===== config.mk =====
export PLATFORM = sky130hd
export DESIGN_NAME = sram_spi_channel
export DESIGN_NICKNAME = d
export VERILOG_FILES = /design/src/rtl/sram_spi_channel.sv
export SDC_FILE = /design/constraint.sdc
export NUM_CORES = 1
export LEC_CHECK = 0
export BUFFER_PORTS_ARGS = -buffer_cell sky130_fd_sc_hd__clkbuf_2
export CORE_ASPECT_RATIO = 0.9
export CORE_MARGIN = 1.5
export CORE_UTILIZATION = 45
export DETAILED_ROUTE_END_ITERATION = 8
export PLACE_DENSITY = 0.71
export SYNTH_ARGS = -nofsm -noshare
export SYNTH_HDL_FRONTEND = slang
export SYNTH_SLANG_ARGS = --single-unit

===== constraint.sdc =====
create_clock -name clk -period 5.9 [get_ports clk]
set_clock_uncertainty 0.2 [all_clocks]
set_input_delay 0.885 -clock clk [delete_from_list [all_inputs] [get_ports clk]]
set_output_delay 0.885 -clock clk [all_outputs]
set_load 0.05 [all_outputs]

===== src/rtl/sram_spi_channel.sv =====
// sram_spi_channel
//   Serial SRAM responder for a single 23LC1024-class SPI SRAM. It takes one
//   command from the task manager (inst/address/byte_length) and runs it on
//   the SPI pins in mode 0. Data moves bit-serially, MSB first, in both
//   directions. Supported opcodes: 0x03 READ, 0x02 WRITE, 0x05 RDMR,
//   0x01 WRMR. Any other nonzero opcode completes with rw_done and produces
//   no SPI activity.
//
// Parameters
//   CLK_DIV      clk cycles per SCK half-period (1..255)
//
// Ports
//   clk          system clock, rising edge
//   rst_n        asynchronous active-low reset
//   inst         SPI opcode, 0 = no task
//   address      24-bit byte address (READ/WRITE only)
//   byte_length  number of data bytes
//   write_in     write data bit, consumed while io_valid=1 on writes
//   mem_out      read data bit, valid while io_valid=1 on reads
//   io_valid     one-cycle pulse per data bit
//   rw_done      one-cycle pulse at the end of a transaction
//   busy         high while a supported transaction is in progress
//   sram_cs_n    SPI chip select (active low)
//   sram_sck     SPI clock, idles low
//   sram_mosi    SPI data to the SRAM
//   sram_miso    SPI data from the SRAM
//
// Build option
//   SRAM_SPI_ABORT_EN  when defined, inst dropping to 0 during the shift
//                      phase ends the transfer after the current bit.
module sram_spi_channel #(
    parameter int unsigned CLK_DIV = 2
) (
    input  logic        clk,
    input  logic        rst_n,
    input  logic [7:0]  inst,
    input  logic [23:0] address,
    input  logic [23:0] byte_length,
    input  logic        write_in,
    output logic        mem_out,
    output logic        io_valid,
    output logic        rw_done,
    output logic        busy,
    output logic        sram_cs_n,
    output logic        sram_sck,
    output logic        sram_mosi,
    input  logic        sram_miso
);

    typedef enum logic [2:0] {
        S_IDLE,
        S_START,
        S_SHIFT,
        S_FINISH,
        S_DONE,
        S_REARM
    } state_t;

    localparam logic [7:0] DIV_LAST = 8'(CLK_DIV - 1);

    state_t      state_q, state_d;
    logic [7:0]  op_q;
    logic [31:0] hdr_q;      // opcode (+ address), left-aligned
    logic [27:0] rem_q;      // bits remaining, including the current one
    logic [27:0] dbits_q;    // data-phase bits (8 * byte_length)
    logic [7:0]  div_q;
    logic        sck_q;
    logic        mosi_q;
    logic        cs_n_q;
    logic        busy_q;
    logic        mem_out_q;
    logic        rd_valid_q;

    logic op_is_rd, op_is_wr, op_ok, inst_addr;
    logic div_end, bit_end, last_bit, stop_req, advance;
    logic cur_is_data, next_is_data, wr_take;

    assign op_is_rd  = (op_q == 8'h03) || (op_q == 8'h05);
    assign op_is_wr  = (op_q == 8'h02) || (op_q == 8'h01);
    assign op_ok     = op_is_rd || op_is_wr;
    assign inst_addr = (inst == 8'h02) || (inst == 8'h03);

    assign div_end      = (div_q == DIV_LAST);
    assign bit_end      = sck_q && div_end;          // SCK falling edge due
    assign last_bit     = (rem_q == 28'd1);
    // Data bits are always the tail of the frame, so position alone tells
    // whether the current / next bit belongs to the data phase.
    assign cur_is_data  = (rem_q <= dbits_q);
    assign next_is_data = ((rem_q - 28'd1) <= dbits_q);

`ifdef SRAM_SPI_ABORT_EN
    logic abort_q;

    always_ff @(posedge clk or negedge rst_n) begin
        if (!rst_n) begin
            abort_q <= 1'b0;
        end else if (state_q == S_START) begin
            abort_q <= 1'b0;
        end else if (state_q == S_SHIFT && inst == '0) begin
            abort_q <= 1'b1;
        end
    end

    assign stop_req = abort_q || (inst == '0);
`else
    assign stop_req = 1'b0;
`endif

    assign advance = bit_end && !last_bit && !stop_req;
    // write_in is taken in the cycle before the falling edge that loads it
    assign wr_take = (state_q == S_SHIFT) && advance && op_is_wr && next_is_data;

    // ---------------- FSM: state register ----------------
    always_ff @(posedge clk or negedge rst_n) begin
        if (!rst_n) begin
            state_q <= S_IDLE;
        end else begin
            state_q <= state_d;
        end
    end

    // ---------------- FSM: next state ----------------
    always_comb begin
        state_d = state_q;
        unique case (state_q)
            S_IDLE:   if (inst != '0) state_d = S_START;
            S_START:  state_d = op_ok ? S_SHIFT : S_DONE;
            S_SHIFT:  if (bit_end && (last_bit || stop_req)) state_d = S_FINISH;
            S_FINISH: if (cs_n_q) state_d = S_DONE;
            S_DONE:   state_d = S_REARM;
            S_REARM:  if (div_end && inst == '0) state_d = S_IDLE;
            default:  state_d = S_IDLE;
        endcase
    end

    // ---------------- FSM: outputs ----------------
    always_comb begin
        rw_done  = (state_q == S_DONE);
        io_valid = rd_valid_q || wr_take;
    end

    // ---------------- datapath ----------------
    always_ff @(posedge clk or negedge rst_n) begin
        if (!rst_n) begin
            op_q       <= '0;
            hdr_q      <= '0;
            rem_q      <= '0;
            dbits_q    <= '0;
            div_q      <= '0;
            sck_q      <= 1'b0;
            mosi_q     <= 1'b0;
            cs_n_q     <= 1'b1;
            busy_q     <= 1'b0;
            mem_out_q  <= 1'b0;
            rd_valid_q <= 1'b0;
        end else begin
            rd_valid_q <= 1'b0;
            unique case (state_q)
                S_IDLE: begin
                    if (inst != '0) begin
                        op_q    <= inst;
                        hdr_q   <= inst_addr ? {inst, address} : {inst, 24'h0};
                        dbits_q <= {1'b0, byte_length, 3'b000};
                        rem_q   <= (inst_addr ? 28'd32 : 28'd8) + {1'b0, byte_length, 3'b000};
                    end
                end
                S_START: begin
                    div_q <= '0;
                    if (op_ok) begin
                        cs_n_q <= 1'b0;
                        busy_q <= 1'b1;
                        mosi_q <= hdr_q[31];
                        hdr_q  <= {hdr_q[30:0], 1'b0};
                    end
                end
                S_SHIFT: begin
                    if (div_end) begin
                        div_q <= '0;
                        sck_q <= ~sck_q;
                        if (!sck_q) begin
                            if (op_is_rd && cur_is_data) begin
                                mem_out_q  <= sram_miso;
                                rd_valid_q <= 1'b1;
                            end
                        end else if (advance) begin
                            rem_q <= rem_q - 28'd1;
                            if (next_is_data) begin
                                mosi_q <= op_is_wr ? write_in : 1'b0;
                            end else begin
                                mosi_q <= hdr_q[31];
                                hdr_q  <= {hdr_q[30:0], 1'b0};
                            end
                        end
                    end else begin
                        div_q <= div_q + 8'd1;
                    end
                end
                S_FINISH: begin
                    // CS stays low for CLK_DIV cycles, then one cycle high
                    // before DONE so rw_done trails the CS rise by a cycle.
                    if (!cs_n_q) begin
                        if (div_end) begin
                            cs_n_q <= 1'b1;
                            mosi_q <= 1'b0;
                            div_q  <= '0;
                        end else begin
                            div_q <= div_q + 8'd1;
                        end
                    end else begin
                        busy_q <= 1'b0;
                    end
                end
                S_DONE: begin
                    div_q <= '0;
                end
                S_REARM: begin
                    if (!div_end) div_q <= div_q + 8'd1;
                end
                default: ;
            endcase
        end
    end

    assign mem_out   = mem_out_q;
    assign busy      = busy_q;
    assign sram_cs_n = cs_n_q;
    assign sram_sck  = sck_q;
    assign sram_mosi = mosi_q;

endmodule


Word level (Yosys, flattened, before mapping)

Index checks and enable logic that the tools add are counted.
W data, S select, Z words.

Bits of input ports: 60
Bits in registers: 109
Output and inout bits: 7
Word-level logic and storage cells: 120

Reductions and logical operators: 33
$add $sub $neg: 3
Equality and inequality tests: 25
Magnitude comparators: 2
Bitwise operators: 1
Muxes and demuxes: 44

Operator list:

| operator                | number |
|---|---|
| $mux W32                | 6 |
| $mux W28                | 4 |
| $pmux W32 S3            | 1 |
| $le A28 B27 Y1          | 2 |
| $pmux W28 S2            | 1 |
| $eq A8 B2 Y1 const B    | 4 |
| $pmux W8 S4             | 1 |
| $add A6 B27 Y28         | 1 |
| $eq A28 B1 Y1 const B   | 1 |
| $sub A28 B1 Y28 const B | 1 |
| $mux W24                | 1 |
| $mux W8                 | 3 |
| $ne A2 B2 Y1 const B    | 11 |
| $pmux W3 S6             | 1 |
| $mux W1                 | 17 |
| $eq A8 B1 Y1 const B    | 2 |
| $mux W3                 | 5 |
| $reduce_and A7 Y1       | 2 |
| $add A8 B1 Y8 const B   | 1 |
| $eq A8 B3 Y1 const B    | 1 |
| $logic_and A1 B1 Y1     | 8 |
| $logic_not A8 Y1        | 1 |
| $reduce_and A4 Y1       | 2 |
| $reduce_bool A8 Y1      | 1 |
| 18 further kinds        | 30 |

Depth between registers and ports, before layout

Depth in word-level cells: 8
Mapped depth: 19
Mapped depth without buffers: 16

Worst setup path before layout

No wires, ideal clock.

Path type: register to output
From: register rem_q[3]
To: output port io_valid
Path slack: 0.750 ns
Arrival time: 4.065 ns
Data required time: 4.815 ns
Cell stages (with the launch flop): 17
Cells stage by stage: dfrtp_1 > buf_6 > or4_4 > or3_1 > clkbuf_1 > nor2b_1 > buf_2 > and3_1 > nand2_1 > xnor2_1 > ha_1 > nand4_1 > nand4bb_1 > a2111oi_0 > a31oi_1 > nor3_1 > a21o_1

Longest elaborated chain between the ends: 7

RTL lines:

| what                                                    | RTL line | RTL |
|---|---|---|
| from (decl)                                             | 64       | `logic [27:0] rem_q;` |
| from (signal assigned)                                  | 164      | `rem_q <= (inst_addr ? 28'd32 : 28'd8) + {1'b0, byte_length, 3'b000};` |
| from (signal assigned)                                  | 186      | `rem_q <= rem_q - 28'd1;` |
| branches (longest 5 deep; another with $sub A28 B1 Y28) | --       |  |
| $logic_and A1 B1 Y1 *                                   | 111      | `assign wr_take = (state_q == S_SHIFT) && advance && op_is_wr && next_is_data;` |
| $logic_or A1 B1 Y1 *                                    | 139      | `io_valid = rd_valid_q \|\| wr_take;` |
| to (decl)                                               | 41       | `output logic io_valid,` |

Every way passes the cells marked *.

Worst setup path after layout

Same ends and word-level chain as after synthesis.

==> metrics <==
Die X ~140 microns; Worst-path clk slew 0.08 ns; TritonRoute pass-1 iters 5; Max Slew Vio Count 0; Skew-Pair Late Insertion Delay 0.37 ns; initial core utilization 46.2%; post-CTS sizing 1; Leak about 4 nW; status completed; die footprint between 15000 and 20000 sq um; antenna viol nets, final 0; Netlist cell types 56; FP Rows 44; Setup Buffers After CTS 0; HPWL after DPL between 10 and 15 mm; Layout area overhead 11.4%; layout cells sized above 1 16.4%; synthesized area per cell just under 9 sq um; nets 1022; Ys Warns 0; Req. time, crit path 4.82 ns; Final Setup Violations 0; PortBufs 66; Critical Path Fanout Max 7; Worst Max-Slew Pin Slew between 1 and 1.5 ns; Setup TNS 0 ns; total power after layout about 4 mW; Setup crit start kind flip-flop; DRC Markers 0; EDFF count, synth 0; largest net degree at the start of global routing 58; post-route cell area about 8300 sq um; Rel. slew slack approximately a quarter; number of global-route vias before repair between 5000 and 6000; clk root buf clkbuf_16; Power Density roughly 470 nW/um^2; Max-Cap Viols 0; clock tree from TritonCTS done; Syn Nets a little under 1000; total grt overflow 0; vias 6214; Worst Setup End Kind primary output; Synth Register Bits roughly 110; reg2reg path depth 15; Placer Congestion between 0.8 and 0.9; initial antenna violation count 0; Num CTS Buffers 9; crit share post-route between 90% and 100%; Die Y around 130 microns; number of diodes 0; Clock Sinks approximately 110; Setup CP Type reg -> out; commonest non-fill, non-tap cells in the layout 152 x nand2_1, 108 x dfrtp_1, 87 x o21ai_0; gr usage total 20.6%; CTS Hold Bufs 0; post-synthesis cell area approximately 7500 sq um; sequential area share after synthesis between 30% and 40%; total length of routed wires ~17 mm; Tmin final about 5.6 ns; Final Hold Vio Count 0; Routed WL per cell about 15 microns; Ports 67; first-pass GRT wire length slightly below 30 mm; filler instances roughly 1600; Syn Inst Count ~860; final hold slack 0.311 ns; H-Tree Depth 3; clock tree buffer depth 2; core area around 16000 sq um; worst hold path class reg -> reg; f_max between 0.15 and 0.2 GHz; routed vias/inst 5.55; Synth async-reset ratio 100%; RSZ-0062 raised after global routing no; worst endpoint data arrival time 4.52 ns; hold path cells 1; commonest non-fill, non-tap cell in the layout nand2_1; drt first-iter violations ~460; Area after DPL around 8000 sq um; IR drop worst, VDD between 200 and 250 uV; Post-synth top flop dfrtp_1
-- path summary, 6_finish.rpt --
check	start	to	slack (ns)
max	rem_q[3]	io_valid	0.30
max in group asynchronous	rst_n	state_q[0]	3.93
max reg2reg	rem_q[3]	hdr_q[4]	0.81
min	mem_out	mem_out	0.31
min in group asynchronous	rst_n	dbits_q[20]	0.34
min reg2reg	mem_out	mem_out	0.31
-- flip-flops by register name, indices dropped and copies added (netlist names) --
signal,flops
busy,1
dbits_q,24
div_q,8
hdr_q,32
mem_out,1
op_q,8
rd_valid_q,1
rem_q,28
sram_cs_n,1
sram_mosi,1
sram_sck,1
state_q,3
-- cell usage after synthesis (5+ instances only) --
master	n	area (sq um)
a21o_1	15	113
a21oi_1	53	265
a31oi_1	7	43.8
and2_1	5	31.3
and3_1	10	62.6
and4_1	5	43.8
clkbuf_1	34	128
dfrtp_1	108	2700
ha_1	55	688
inv_1	36	135
mux2_2	12	135
mux2_4	30	450
mux2i_1	5	50.1
nand2_1	152	571
nand2b_1	7	43.8
nand3_1	23	115
nand4_1	15	93.8
nor2_1	65	244
nor3_1	11	55.1
nor4_1	7	43.8
o21ai_0	87	435
o22ai_1	7	43.8
or3_1	5	31.3
xnor2_1	25	219
xor2_1	27	236
-- logic make-up after synthesis --
logic type	synth area share, %
muxes	8.50
DFF	36.5
xor gates and xnor gates	6.31
adders and majority gates	9.21
and+or+nand+nor	20.5
AOI/OAI and AO/OA	14.8
buffers and inverters	4.18
-- layer usage --
metal	routed length (microns)	track usage, %	share of wire [%]
met4	356	7.78	2.1
met2	7540	31.7	43
met3	647	2.60	3.7
met5	0	0	0
met1	8800	29.7	51
-- layout make-up --
class	instances	area [sq um]	area share, %
Tap cell	207	259	3.11
Multi-Input combinational cell	675	4470	53.7
Timing Repair Buffer	76	408	4.90
Clock inverter	7	98.8	1.19
Inverter	36	135	1.62
Sequential cell	109	2730	32.8
Clock buffer	9	225	2.70
-- power by group --
part | switching, mW | total (mW) | internal, mW | leakage (nW)
Sequential | 0.275 | 1.28 | 1.00 | 1.38
Combinational | 1.17 | 2.00 | 0.829 | 2.37
Clock | 0.317 | 0.663 | 0.345 | 0.156
Total | 1.76 | 3.94 | 2.18 | 3.91
-- through the flow --
stage	instances	util, %	setup WS (ns)
after floorplan	859	-	0.750
after CTS	1119	51.3	0.0359
after detailed placement	1103	49.3	0.389
final	1119	51.5	0.298
after global placement	1103	49.3	0.555
after global routing	1119	51.5	0.0597
-- worst max-delay path, cell delays in order, from the launching register on --
cell and delay (ns):
dfrtp_1 0.45, or4_4 0.60, or3_1 0.44, nor2b_1 0.25, and3_1 0.27, nand2_1 0.12, xnor2_1 0.14, ha_1 0.29
nand4_1 0.12, nand4bb_2 0.30, a2111oi_4 0.39, a31oi_1 0.11, nor3_2 0.25, a21o_1 0.14, buf_2 0.28
No activity file was read; power rests on OpenSTA's default activity.
